**src/rtl/pc_pkg.sv**
```systemverilog
// pc_pkg: shared constants, state encoding and alignment helper for the PC stage
package pc_pkg;
  localparam int XLEN = 64;
  localparam int STEP = 4;
  localparam logic [63:0] RESET_PC = 64'h0;
  typedef enum logic [1:0] {BOOT, RUN, HALT} state_t;
  function automatic logic is_aligned(input logic [1:0] lo);
    return lo == 2'b00;
  endfunction
endpackage

```
**src/rtl/pc_fetch_unit.sv**
```systemverilog
// pc_fetch_unit: program counter with fetch handshake, redirects, misaligned trap and fetch counter
module pc_fetch_unit
  import pc_pkg::*;
#(
  parameter int XLEN = pc_pkg::XLEN,
  parameter logic [XLEN-1:0] RESET_PC = pc_pkg::RESET_PC[XLEN-1:0],
  parameter int STEP = pc_pkg::STEP
) (
  input  logic            clk,
  input  logic            reset,
  input  logic            stall,
  input  logic            branch_taken,
  input  logic [XLEN-1:0] branch_target,
  input  logic [XLEN-1:0] pc_plus_step,
  input  logic            fetch_ready,
  output logic [XLEN-1:0] pc_out,
  output logic            fetch_valid,
  output logic            misaligned_trap,
  output logic [XLEN-1:0] trap_addr,
  output logic [31:0]     fetch_count
);
  // The external adder only ever produces aligned successors if the step keeps word alignment
  if (STEP % 4 != 0) begin : g_step_chk
    $error("STEP must be a multiple of 4");
  end
  state_t state_q, state_d;
  logic [XLEN-1:0] pc_q, pc_d, trap_addr_q, trap_addr_d;
  logic [31:0] fetch_count_q, fetch_count_d;
  logic fetch_valid_q, trap_q, trap_d;
  // Next-state decode: stall freezes RUN, a misaligned redirect traps into HALT, HALT is terminal
  always_comb begin
    state_d = state_q;
    pc_d = pc_q;
    fetch_count_d = fetch_count_q;
    trap_d = trap_q;
    trap_addr_d = trap_addr_q;
    if (state_q == BOOT) state_d = RUN;
    else if (state_q == RUN && !stall) begin
      if (branch_taken && !is_aligned(branch_target[1:0])) begin
        state_d = HALT;
        trap_d = 1'b1;
        trap_addr_d = branch_target;
      end else begin
        pc_d = branch_taken ? branch_target : fetch_ready ? pc_plus_step : pc_q;
        fetch_count_d = fetch_ready ? fetch_count_q + 32'd1 : fetch_count_q;
      end
    end
  end
  // State and registered outputs; fetch_valid is a registered decode of the next state
  always_ff @(posedge clk or posedge reset) begin
    if (reset) begin
      state_q <= BOOT;
      pc_q <= RESET_PC;
      fetch_valid_q <= 1'b0;
      trap_q <= 1'b0;
      trap_addr_q <= '0;
      fetch_count_q <= '0;
    end else begin
      state_q <= state_d;
      pc_q <= pc_d;
      fetch_valid_q <= state_d == RUN;
      trap_q <= trap_d;
      trap_addr_q <= trap_addr_d;
      fetch_count_q <= fetch_count_d;
    end
  end
  assign pc_out = pc_q;
  assign fetch_valid = fetch_valid_q;
  assign misaligned_trap = trap_q;
  assign trap_addr = trap_addr_q;
  assign fetch_count = fetch_count_q;
endmodule

```
**config.mk**
```make
export PLATFORM = sky130hd
export DESIGN_NAME = pc_fetch_unit
export DESIGN_NICKNAME = d
export VERILOG_FILES = /design/src/rtl/pc_pkg.sv /design/src/rtl/pc_fetch_unit.sv
export SDC_FILE = /design/constraint.sdc
export NUM_CORES = 1
export LEC_CHECK = 0
export CORE_MARGIN = 4
export CORE_UTILIZATION = 43
export DETAILED_ROUTE_END_ITERATION = 10
export PLACE_DENSITY = 0.81
export SYNTH_ARGS = -nofsm -noshare
export SYNTH_HDL_FRONTEND = slang
export SYNTH_SLANG_ARGS = --single-unit
```
**constraint.sdc**
```tcl
create_clock -name clk -period 5.81 [get_ports clk]
set_input_delay 0.581 -clock clk [delete_from_list [all_inputs] [get_ports clk]]
set_output_delay 0.581 -clock clk [all_outputs]
set_load 0.01 [all_outputs]
```
==> qor.yml, run 1 <==
global_routing:
  grt_antenna_before_repair: 0
  grt_start_max_net_pins: 127
  grt-ovfl-total: 0
  groute.usage.overall_pct: 22.0
  first_global_vias: 5877
  grt_pass1_wl_mm: 31.4
clock_network:
  clock_path_buffers: 2
  clk_pin_slew_ns: 0.06
  cts_hold_buf: 0
  insertion_delay_ns: 0.42
  cts_tree: "built"
  cts_repair_resize_count: 0
  cts-buffers-inserted: 17
  cts.sink_count: 164
  cts.root.buffer_cell: "sky130_fd_sc_hd__clkbuf_16"
  ctsHtreeMaxLevel: 4
  post_cts_buffers: 0
final_layout:
  layout_commonest_cell: "sky130_fd_sc_hd__clkdlybuf4s50_1"
  post_route_cell_area_mm2: 0.0106
  most-common-layout-cells: "sky130_fd_sc_hd__clkdlybuf4s50_1 (293), sky130_fd_sc_hd__dfrtp_1 (164), sky130_fd_sc_hd__nor2_1 (68), sky130_fd_sc_hd__mux2_2 (63), sky130_fd_sc_hd__a21oi_1 (63)"
  layout-drive-gt1-share_pct: 12.9
  num_antenna_cells: 0
  filler_cell_count: 1120
  area_growth_pct: 55.0
  finish.net_count: 982
worst_setup_path:
  worst-endpoint-required_ns: 6.12
  critPathMaxFanout: 126
  critical_path.startpoint_type: "input pin"
  cp-startpoint: "branch_taken"
  endpoint: "pc_out[41]$_DFFE_PP0P_"
  r2r-start: "state_q[1]$_DFF_PP0_"
  setup.worst_path.end_class: "flop"
  timing.reg2reg.worst_path_depth: 6
  worstPathArrival_ns: 3.25
  timing.rr.end: "pc_out[41]$_DFFE_PP0P_"
  ff2ff_setup_slack_ns: 3.35
  worst_setup_path_class: "input pin to flop"
drt:
  met2_length_mm: 10.2
  detail_route.wl_per_cell_um: 18.4
  met3_length_mm: 1.66
  routed-via-count: 5476
  detailedRoute.firstIterationViolations: 286
  viasPerCell: 5.11
  route.top_layer_used: "met4"
  wl_mm: 19.7
  drt.antenna.violating_nets: 0
  first_pass_iters: 4
  drc: 0
  drt-met1-wl_mm: 7.30
placed_design:
  placement.cell_area_mm2: 0.0100
  port_buffers: 294
  dp_hpwl_mm: 14.7
  placer_s_final_routability_congestion_estimate: 0.811
die:
  floorplan.initialDensity_pct: 44.5
  core-area_mm2: 0.0154
  fp.dieW_um: 134
  floorplan.io_pins: 295
  floorplan.die_area_mm2: 0.0180
  die_h_um: 134
  number_of_placement_rows: 45
timing:
  final.min_clock_period_ns: 2.94
  setup_total_negative_slack_ns: 0
  rsz0062_at_grt: "no"
  setup_viol: 0
  final_min_period_over_clock_period_pct: 50.6
  max_freq_mhz: 340
  hold_violations: 0
  maxSlewViolCount: 0
  finClkSkew_ns: 0.00868
  worst_relative_slew_slack_pct: 23.4
  timing_worst_slew_pin_value_ns: 1.15
yosys:
  netlist.top_cell.by_area: "sky130_fd_sc_hd__dfrtp_1"
  synth.top_cell.area_share_pct: 59.8
  synth.ff_latch_count: 164
  ys_top_cells_by_area: "sky130_fd_sc_hd__dfrtp_1 (60%), sky130_fd_sc_hd__mux2_2 (10%), sky130_fd_sc_hd__mux2i_1 (9.0%), sky130_fd_sc_hd__a21oi_1 (4.6%), sky130_fd_sc_hd__nor2_1 (3.8%)"
  postSynthCellCount: 558
  synth_warnings: 0
  net_count_of_the_mapped_netlist: 692
  distinct_cell_type_count_after_synthesis: 29
  seq_area_frac_synth_pct: 59.8
  syn_avg_cell_area_um2: 12.3
  syn_area_mm2: 0.00686
power_and_ir_drop:
  p_seq_share_pct: 37.4
  vdd_ir_drop_max_uv: 287
  p_int_w: 0.00352
  total_leakage_power_nw: 4.54
  switching_share_pct: 29.6
  p_per_area_mw_per_mm2: 470
  power.combinational.fraction_pct: 38.5
  power.share.clock_pct: 24.2
  power.switching_w: 0.00148
run:
  drv.max_cap_violation_count: 0
min_path:
  min_path_type: "flop to flop"
status:
  run_status: "finished clean"
[cell type report]
type / count / area [um2] / area share (%)
flip-flops and latches: 164 / 4100 / 38.6
repair buffers: 299 / 2980 / 28.0
multi-input cells: 357 / 2620 / 24.6
clock buffers: 21 / 450 / 4.24
well taps: 211 / 264 / 2.48
clock inverters: 10 / 180 / 1.69
inverters: 9 / 38.8 / 0.365
[worst max-delay path, cell delays in order]
cell and delay (ns):
sky130_fd_sc_hd__buf_4 0.43, sky130_fd_sc_hd__buf_4 0.60, sky130_fd_sc_hd__nor2_1 0.17, sky130_fd_sc_hd__nor2_4 0.10, sky130_fd_sc_hd__buf_4 0.81, sky130_fd_sc_hd__nor2_1 0.10
sky130_fd_sc_hd__a21oi_1 0.26
[flip-flops by register name, summed over array words and instances (netlist names)]
name and cells:
pc_out 64, trap_addr 64, fetch_count 32, state_q 2, fetch_valid 1, misaligned_trap 1
[logic make-up after synthesis]
family | synth area share, %
muxes | 19.4
xor gates and xnor gates | 3.96
AOI/OAI and AO/OA | 4.81
DFF | 59.8
adders and majority gates | 0.182
and+or+nand+nor | 9.64
buffers and inverters | 2.22
[synth_stat cells (all sizes together)]
cell and n:
a21oi 63, and3 4, and4 1, buf 12, clkbuf 16, dfrtp 164
ha 1, inv 9, mux2 63, mux2i 62, nand2 17, nand3 20
nand4 6, nand4b 2, nor2 69, nor3 6, nor3b 1, nor4 6
o21ai 3, or2 1, or4 1, xnor2 22, xor2 9
[how the worst min path moves through the flow]
stage                                     start  depth (start not counted)  slack (ns)                          end
finish              misaligned_trap$_DFFE_PP0P_                          1        0.49  misaligned_trap$_DFFE_PP0P_
global placement    misaligned_trap$_DFFE_PP0P_                          1        0.46  misaligned_trap$_DFFE_PP0P_
floorplan           fetch_count[31]$_DFFE_PP0P_                          1        0.50  fetch_count[31]$_DFFE_PP0P_
global route        misaligned_trap$_DFFE_PP0P_                          1        0.49  misaligned_trap$_DFFE_PP0P_
detailed placement  misaligned_trap$_DFFE_PP0P_                          1        0.46  misaligned_trap$_DFFE_PP0P_
CTS                 fetch_count[31]$_DFFE_PP0P_                          1        0.48  fetch_count[31]$_DFFE_PP0P_
[through the flow]
step	hold slack [ns]	total power, W	std cells	worst slack [ns]	utilization, %
2_1_floorplan	0.504	0.00258	558	0.796	-
3_3_place_gp	0.461	0.00375	1040	2.72	64.9
3_5_place_dp	0.463	0.00382	1040	2.57	64.9
4_1_cts	0.484	0.00505	1071	2.94	68.9
5_1_grt	0.494	0.00526	1071	2.71	68.9
6_report	0.485	0.00500	1071	2.87	68.9
[power by group through the flow]
stage / combinational (W) / sequential, W / clock, W
after floorplan: 0.000505 / 0.00208 / 0
after global placement: 0.00189 / 0.00186 / 0
after detailed placement: 0.00194 / 0.00189 / 0
after CTS: 0.00195 / 0.00187 / 0.00123
after global routing: 0.00205 / 0.00193 / 0.00127
final: 0.00192 / 0.00187 / 0.00121
[routing by layer]
metal | track usage [%] | up-vias
met5 | 0 | -
met4 | 8.65 | 0
met3 | 7.01 | 41
met2 | 38.5 | 236
met1 | 25.0 | 2685
li1 | - | 2514
(Power assumes the default switching activity.)
==> run 2, diff against run 1 <==
==> constraint.sdc (replaced) <==
create_clock -name clk -period 3 [get_ports clk]
set_input_delay 0.3 -clock clk [delete_from_list [all_inputs] [get_ports clk]]
set_output_delay 0.3 -clock clk [all_outputs]
set_load 0.01 [all_outputs]
==> run 2 against run 1 <==
Compared with the run above:
- clock skew decreased by 0.0012 ns
- count of clock-buffer cells in the layout unchanged
- global-route usage increased by 0.41 points
- setup slack got worse by 1.9 ns
- combinational power increased by 94%
- die area unchanged
- worst hold slack got worse by 0.036 ns
- wire length increased by 2.0%
- sequential power increased by 94%
- critical path type is now flop to flop
==> qor.yml, run 2 (synthesis gave the netlist of run 1 again) <==
status:
  run_status: "finished clean"
drt:
  drc: 0
  detail_route.wl_per_cell_um: 18.8
  routed-via-count: 5503
  viasPerCell: 5.13
  first_pass_iters: 5
  detailedRoute.firstIterationViolations: 266
  drt.antenna.violating_nets: 0
  wl_mm: 20.1
power_and_ir_drop:
  p_per_area_mw_per_mm2: 900
  vdd_ir_drop_max_uv: 475
  total_leakage_power_nw: 4.53
worst_setup_path:
  worst_setup_path_class: "flop to flop"
  critPathSlowestCell: "sky130_fd_sc_hd__nor4_2"
  critPathMaxFanout: 9
  worst-endpoint-required_ns: 3.29
  critical_path.startpoint_type: "flop"
  setup.worst_path.end_class: "flop"
  critical-path-max-stage-delay_ns: 0.60
  path_cells: "nor3b_4, nand2_4, nor4_2, nand3_1, xnor2_1"
  path_delay_family: "simple AND/OR/NAND/NOR gates"
  worstPathArrival_ns: 2.32
  cp.buffers_inverters: 0
timing:
  hold_violations: 0
  setup_viol: 0
  timing_worst_slew_pin_value_ns: 0.912
  finClkSkew_ns: 0.00745
  maxSlewViolCount: 0
  max_freq_mhz: 493
  worst_slack_ns: 0.972
  final.min_clock_period_ns: 2.03
  rsz0062_at_grt: "no"
  worst_relative_slew_slack_pct: 39.2
  final_min_period_over_clock_period_pct: 67.6
  setup_total_negative_slack_ns: 0
placed_design:
  port_buffers: 294
  post-place-ws_ns: 0.661
  placement.cell_area_mm2: 0.0101
  placer_s_final_routability_congestion_estimate: 0.886
  dp_hpwl_mm: 14.9
global_routing:
  grt_antenna_before_repair: 0
  grt-ovfl-total: 0
  first_global_vias: 5867
  groute.usage.overall_pct: 22.4
  grt_pass1_wl_mm: 31.7
  grt_start_max_net_pins: 165
clock_network:
  cts_tree: "built"
  ctsHtreeMaxLevel: 4
  insertion_delay_ns: 0.42
  cts.sink_count: 164
  cts.root.buffer_cell: "sky130_fd_sc_hd__clkbuf_16"
  post_cts_buffers: 0
  cts_hold_buf: 0
  cts-buffers-inserted: 17
  cts_repair_resize_count: 0
  clock_path_buffers: 2
  clk_pin_slew_ns: 0.06
final_layout:
  num_antenna_cells: 0
  post_route_cell_area_mm2: 0.0107
  layout_commonest_cell: "sky130_fd_sc_hd__clkdlybuf4s50_1"
  finish.net_count: 984
  most-common-layout-cells: "sky130_fd_sc_hd__clkdlybuf4s50_1 (293), sky130_fd_sc_hd__dfrtp_1 (164), sky130_fd_sc_hd__nor2_1 (68), sky130_fd_sc_hd__mux2_2 (63), sky130_fd_sc_hd__a21oi_1 (63)"
  area_growth_pct: 55.2
  filler_cell_count: 1136
  layout-drive-gt1-share_pct: 12.9
min_path:
  min_path_type: "input pin to async pin"
die:
  floorplan.initialDensity_pct: 44.5
  floorplan.die_area_mm2: 0.0180
  core-area_mm2: 0.0154
  fp.dieW_um: 134
  floorplan.io_pins: 295
  number_of_placement_rows: 45
  die_h_um: 134
run:
  drv.max_cap_violation_count: 0
[run 2: cell count changes in the layout (fill, tap and decap cells not counted), sizes merged]
cell      change
bufinv        -1
inv           -1
buf           +2
clkinvlp      +2
clkinv        -1
[run 2: cell type report]
class | count | area, um2 | area share (%)
Clock buffer | 21 | 440 | 4.13
Sequential cell | 164 | 4100 | 38.5
Multi-Input combinational cell | 357 | 2620 | 24.6
Tap cell | 211 | 264 | 2.48
Inverter | 9 | 37.5 | 0.352
Timing Repair Buffer | 301 | 3030 | 28.4
Clock inverter | 9 | 156 | 1.47
[run 2: final timing paths]
check | from | endpoint | slack, ns | cells after the start
setup / recovery | state_q[1]$_DFF_PP0_ | fetch_count[16]$_DFFE_PP0P_ | 0.97 | 5
hold / removal | reset | pc_out[53]$_DFFE_PP0P_ | 0.45 | 3
setup reg to reg | state_q[1]$_DFF_PP0_ | fetch_count[16]$_DFFE_PP0P_ | 0.97 | 5
hold reg to reg | misaligned_trap$_DFFE_PP0P_ | misaligned_trap$_DFFE_PP0P_ | 0.48 | 1
max in group asynchronous | reset | pc_out[60]$_DFFE_PP0P_ | 1.83 | 3
min in group clk | misaligned_trap$_DFFE_PP0P_ | misaligned_trap$_DFFE_PP0P_ | 0.48 | 1
[run 2: power breakdown]
group,switching (W),total [W],internal [W]
registers,0.000525,0.00363,0.00311
clock network,0.000842,0.00222,0.00138
logic,0.00151,0.00373,0.00222
total,0.00288,0.00959,0.00672
[run 2: metrics by stage]
stage	utilization, %	power (W)	instances	hold slack (ns)
after CTS	69.1	0.00969	1072	0.468
after global routing	69.1	0.0101	1072	0.489
after detailed placement	65.2	0.00743	1042	0.465
final	69.1	0.00959	1072	0.449
after global placement	65.2	0.00727	1042	0.458
after floorplan	-	0.00500	558	0.450
[run 2: tightest hold or removal path, stage by stage]
cell                              delay (ns)
sky130_fd_sc_hd__clkdlybuf4s50_1        0.45
sky130_fd_sc_hd__clkinvlp_4             0.10
sky130_fd_sc_hd__buf_12                 0.54
[run 2: routing by layer]
| layer | up-vias | wire [um] | track usage [%] |
|---|---|---|---|
| li1 | 2531 | - | - |
| met1 | 2693 | 7320 | 25.1 |
| met2 | 238 | 10600 | 39.9 |
| met3 | 41 | 1640 | 7.28 |
| met4 | 0 | 547 | 7.86 |
| met5 | - | 0 | 0 |
==> run 3, diff against run 2 <==
==> constraint.sdc (replaced) <==
create_clock -name clk -period 2 [get_ports clk]
set_input_delay 0.2 -clock clk [delete_from_list [all_inputs] [get_ports clk]]
set_output_delay 0.2 -clock clk [all_outputs]
set_load 0.01 [all_outputs]
==> run 3 against run 2 <==
Compared with the run above:
- total power up 51%
- clock skew about the same
- setup slack worse by 0.80 ns
- sequential power up 49%
- final cell count up 2.0%
- core utilization up 1.5 points
- largest power group unchanged
==> qor.yml, run 3 (synthesis gave the netlist of run 1 again) <==
global_routing:
  grt_pass1_wl_mm: 31.7
  first_global_vias: 6003
  groute.usage.overall_pct: 22.4
  grt_antenna_before_repair: 0
  grt-ovfl-total: 0
  grt_start_max_net_pins: 90
timing:
  setup_viol: 0
  worst_relative_slew_slack_pct: 59.4
  finClkSkew_ns: 0.00791
  timing_worst_slew_pin_value_ns: 0.609
  finalHoldWorstSlack_ns: 0.286
  maxSlewViolCount: 0
  final_min_period_over_clock_period_pct: 91.6
  final.min_clock_period_ns: 1.83
  rsz0062_at_grt: "no"
  max_freq_mhz: 546
  setup_total_negative_slack_ns: 0
  hold_violations: 0
die:
  fp.dieW_um: 134
  number_of_placement_rows: 45
  floorplan.die_area_mm2: 0.0180
  core-area_mm2: 0.0154
  die_h_um: 134
  floorplan.initialDensity_pct: 44.5
  floorplan.io_pins: 295
final_layout:
  layout-drive-gt1-share_pct: 15.1
  post_route_cell_area_mm2: 0.0109
  num_antenna_cells: 0
  final_util_pct: 70.6
  most-common-layout-cells: "sky130_fd_sc_hd__clkdlybuf4s50_1 (293), sky130_fd_sc_hd__dfrtp_1 (164), sky130_fd_sc_hd__nor2_1 (68), sky130_fd_sc_hd__mux2_2 (63), sky130_fd_sc_hd__a21oi_1 (63)"
  layout_commonest_cell: "sky130_fd_sc_hd__clkdlybuf4s50_1"
  finish.net_count: 1003
  area_growth_pct: 58.7
clock_network:
  cts-buffers-inserted: 17
  ctsHtreeMaxLevel: 4
  cts.root.buffer_cell: "sky130_fd_sc_hd__clkbuf_16"
  clk_pin_slew_ns: 0.06
  cts_repair_resize_count: 0
  post_cts_buffers: 0
  insertion_delay_ns: 0.42
  cts_hold_buf: 0
  cts_tree: "built"
  cts.sink_count: 164
  clock_path_buffers: 2
worst_setup_path:
  worstPathArrival_ns: 2.13
  worst_setup_path_class: "flop to flop"
  cpMostUsedCell: "sky130_fd_sc_hd__buf_4"
  critPathMaxFanout: 8
  worst-endpoint-required_ns: 2.30
  critical-path-max-stage-delay_ns: 0.45
  setup.worst_path.end_class: "flop"
  path_cells: "nor3b_4, nand2_4, buf_4, nor4_2, buf_4, nand4_1, xnor2_1"
  ff2ff_setup_slack_ns: 0.17
  critical_path.startpoint_type: "flop"
  critPathSlowestCell: "sky130_fd_sc_hd__dfrtp_1"
drt:
  routed-via-count: 5561
  first_pass_iters: 4
  detailedRoute.firstIterationViolations: 243
  wl_mm: 20.2
  detail_route.wl_per_cell_um: 18.5
  viasPerCell: 5.09
  drc: 0
  drt.antenna.violating_nets: 0
power_and_ir_drop:
  p_per_area_mw_per_mm2: 1330
  total_leakage_power_nw: 4.66
  vdd_ir_drop_max_uv: 707
placed_design:
  placement.cell_area_mm2: 0.0103
  port_buffers: 294
  placer_s_final_routability_congestion_estimate: 0.868
  dp_hpwl_mm: 15.4
min_path:
  min_path_type: "input pin to async pin"
run:
  drv.max_cap_violation_count: 0
status:
  run_status: "finished clean"
-- run 3: changes by cell type in the layout (fill, tap and decap cells not counted), sizes merged --
cell	previous run	this run
buf	8	27
clkinv	2	4
-- run 3: metrics by stage --
step | instances | total power, W | worst slack [ns]
after global placement | 1061 | 0.0110 | -0.0114
after CTS | 1093 | 0.0147 | 0.168
after global routing | 1093 | 0.0153 | 0.0743
after floorplan | 558 | 0.00750 | -0.285
after detailed placement | 1061 | 0.0112 | -0.0403
final | 1093 | 0.0145 | 0.168
-- run 3: critical path, delay by kind of cell, from the launching register on --
family / cells / cell delay [ns]
AND/OR/NAND/NOR: 4 / 0.76
flip-flops: 1 / 0.45
XOR/XNOR: 1 / 0.15
buffers and inverters: 2 / 0.37
-- run 3: layer usage --
metal	vias to the layer above	share of wire, %	global-route usage [%]
li1	2568	-	-
met1	2717	37	24.7
met2	232	52	39.5
met3	44	8.2	8.03
met4	0	3.3	8.94
met5	-	0	0
-- run 3: worst paths after layout --
check | startpoint | endpoint | depth (start not counted)
max | state_q[1]$_DFF_PP0_ | fetch_count[26]$_DFFE_PP0P_ | 7
min | reset | pc_out[45]$_DFFE_PP0P_ | 3
max reg2reg | state_q[1]$_DFF_PP0_ | fetch_count[26]$_DFFE_PP0P_ | 7
min reg2reg | misaligned_trap$_DFFE_PP0P_ | misaligned_trap$_DFFE_PP0P_ | 1
max in group asynchronous | reset | trap_addr[6]$_DFFE_PP0P_ | 3
min in group clk | branch_target[1] | trap_addr[1]$_DFFE_PP0P_ | 3
-- run 3: power breakdown --
part | leakage (nW) | switching, W | total [W] | internal, W
Sequential | 1.98 | 0.000757 | 0.00542 | 0.00466
Clock | 0.294 | 0.00131 | 0.00345 | 0.00213
Combinational | 2.38 | 0.00227 | 0.00566 | 0.00338
-- run 3: layout make-up --
class | instances | area (um2)
clock inverter | 11 | 178
timing repair buffer | 320 | 3240
multi-input combinational | 357 | 2620
clock buffer | 21 | 450
tap | 211 | 264
fill | 1122 | 4540
sequential | 164 | 4100
inverter | 9 | 37.5
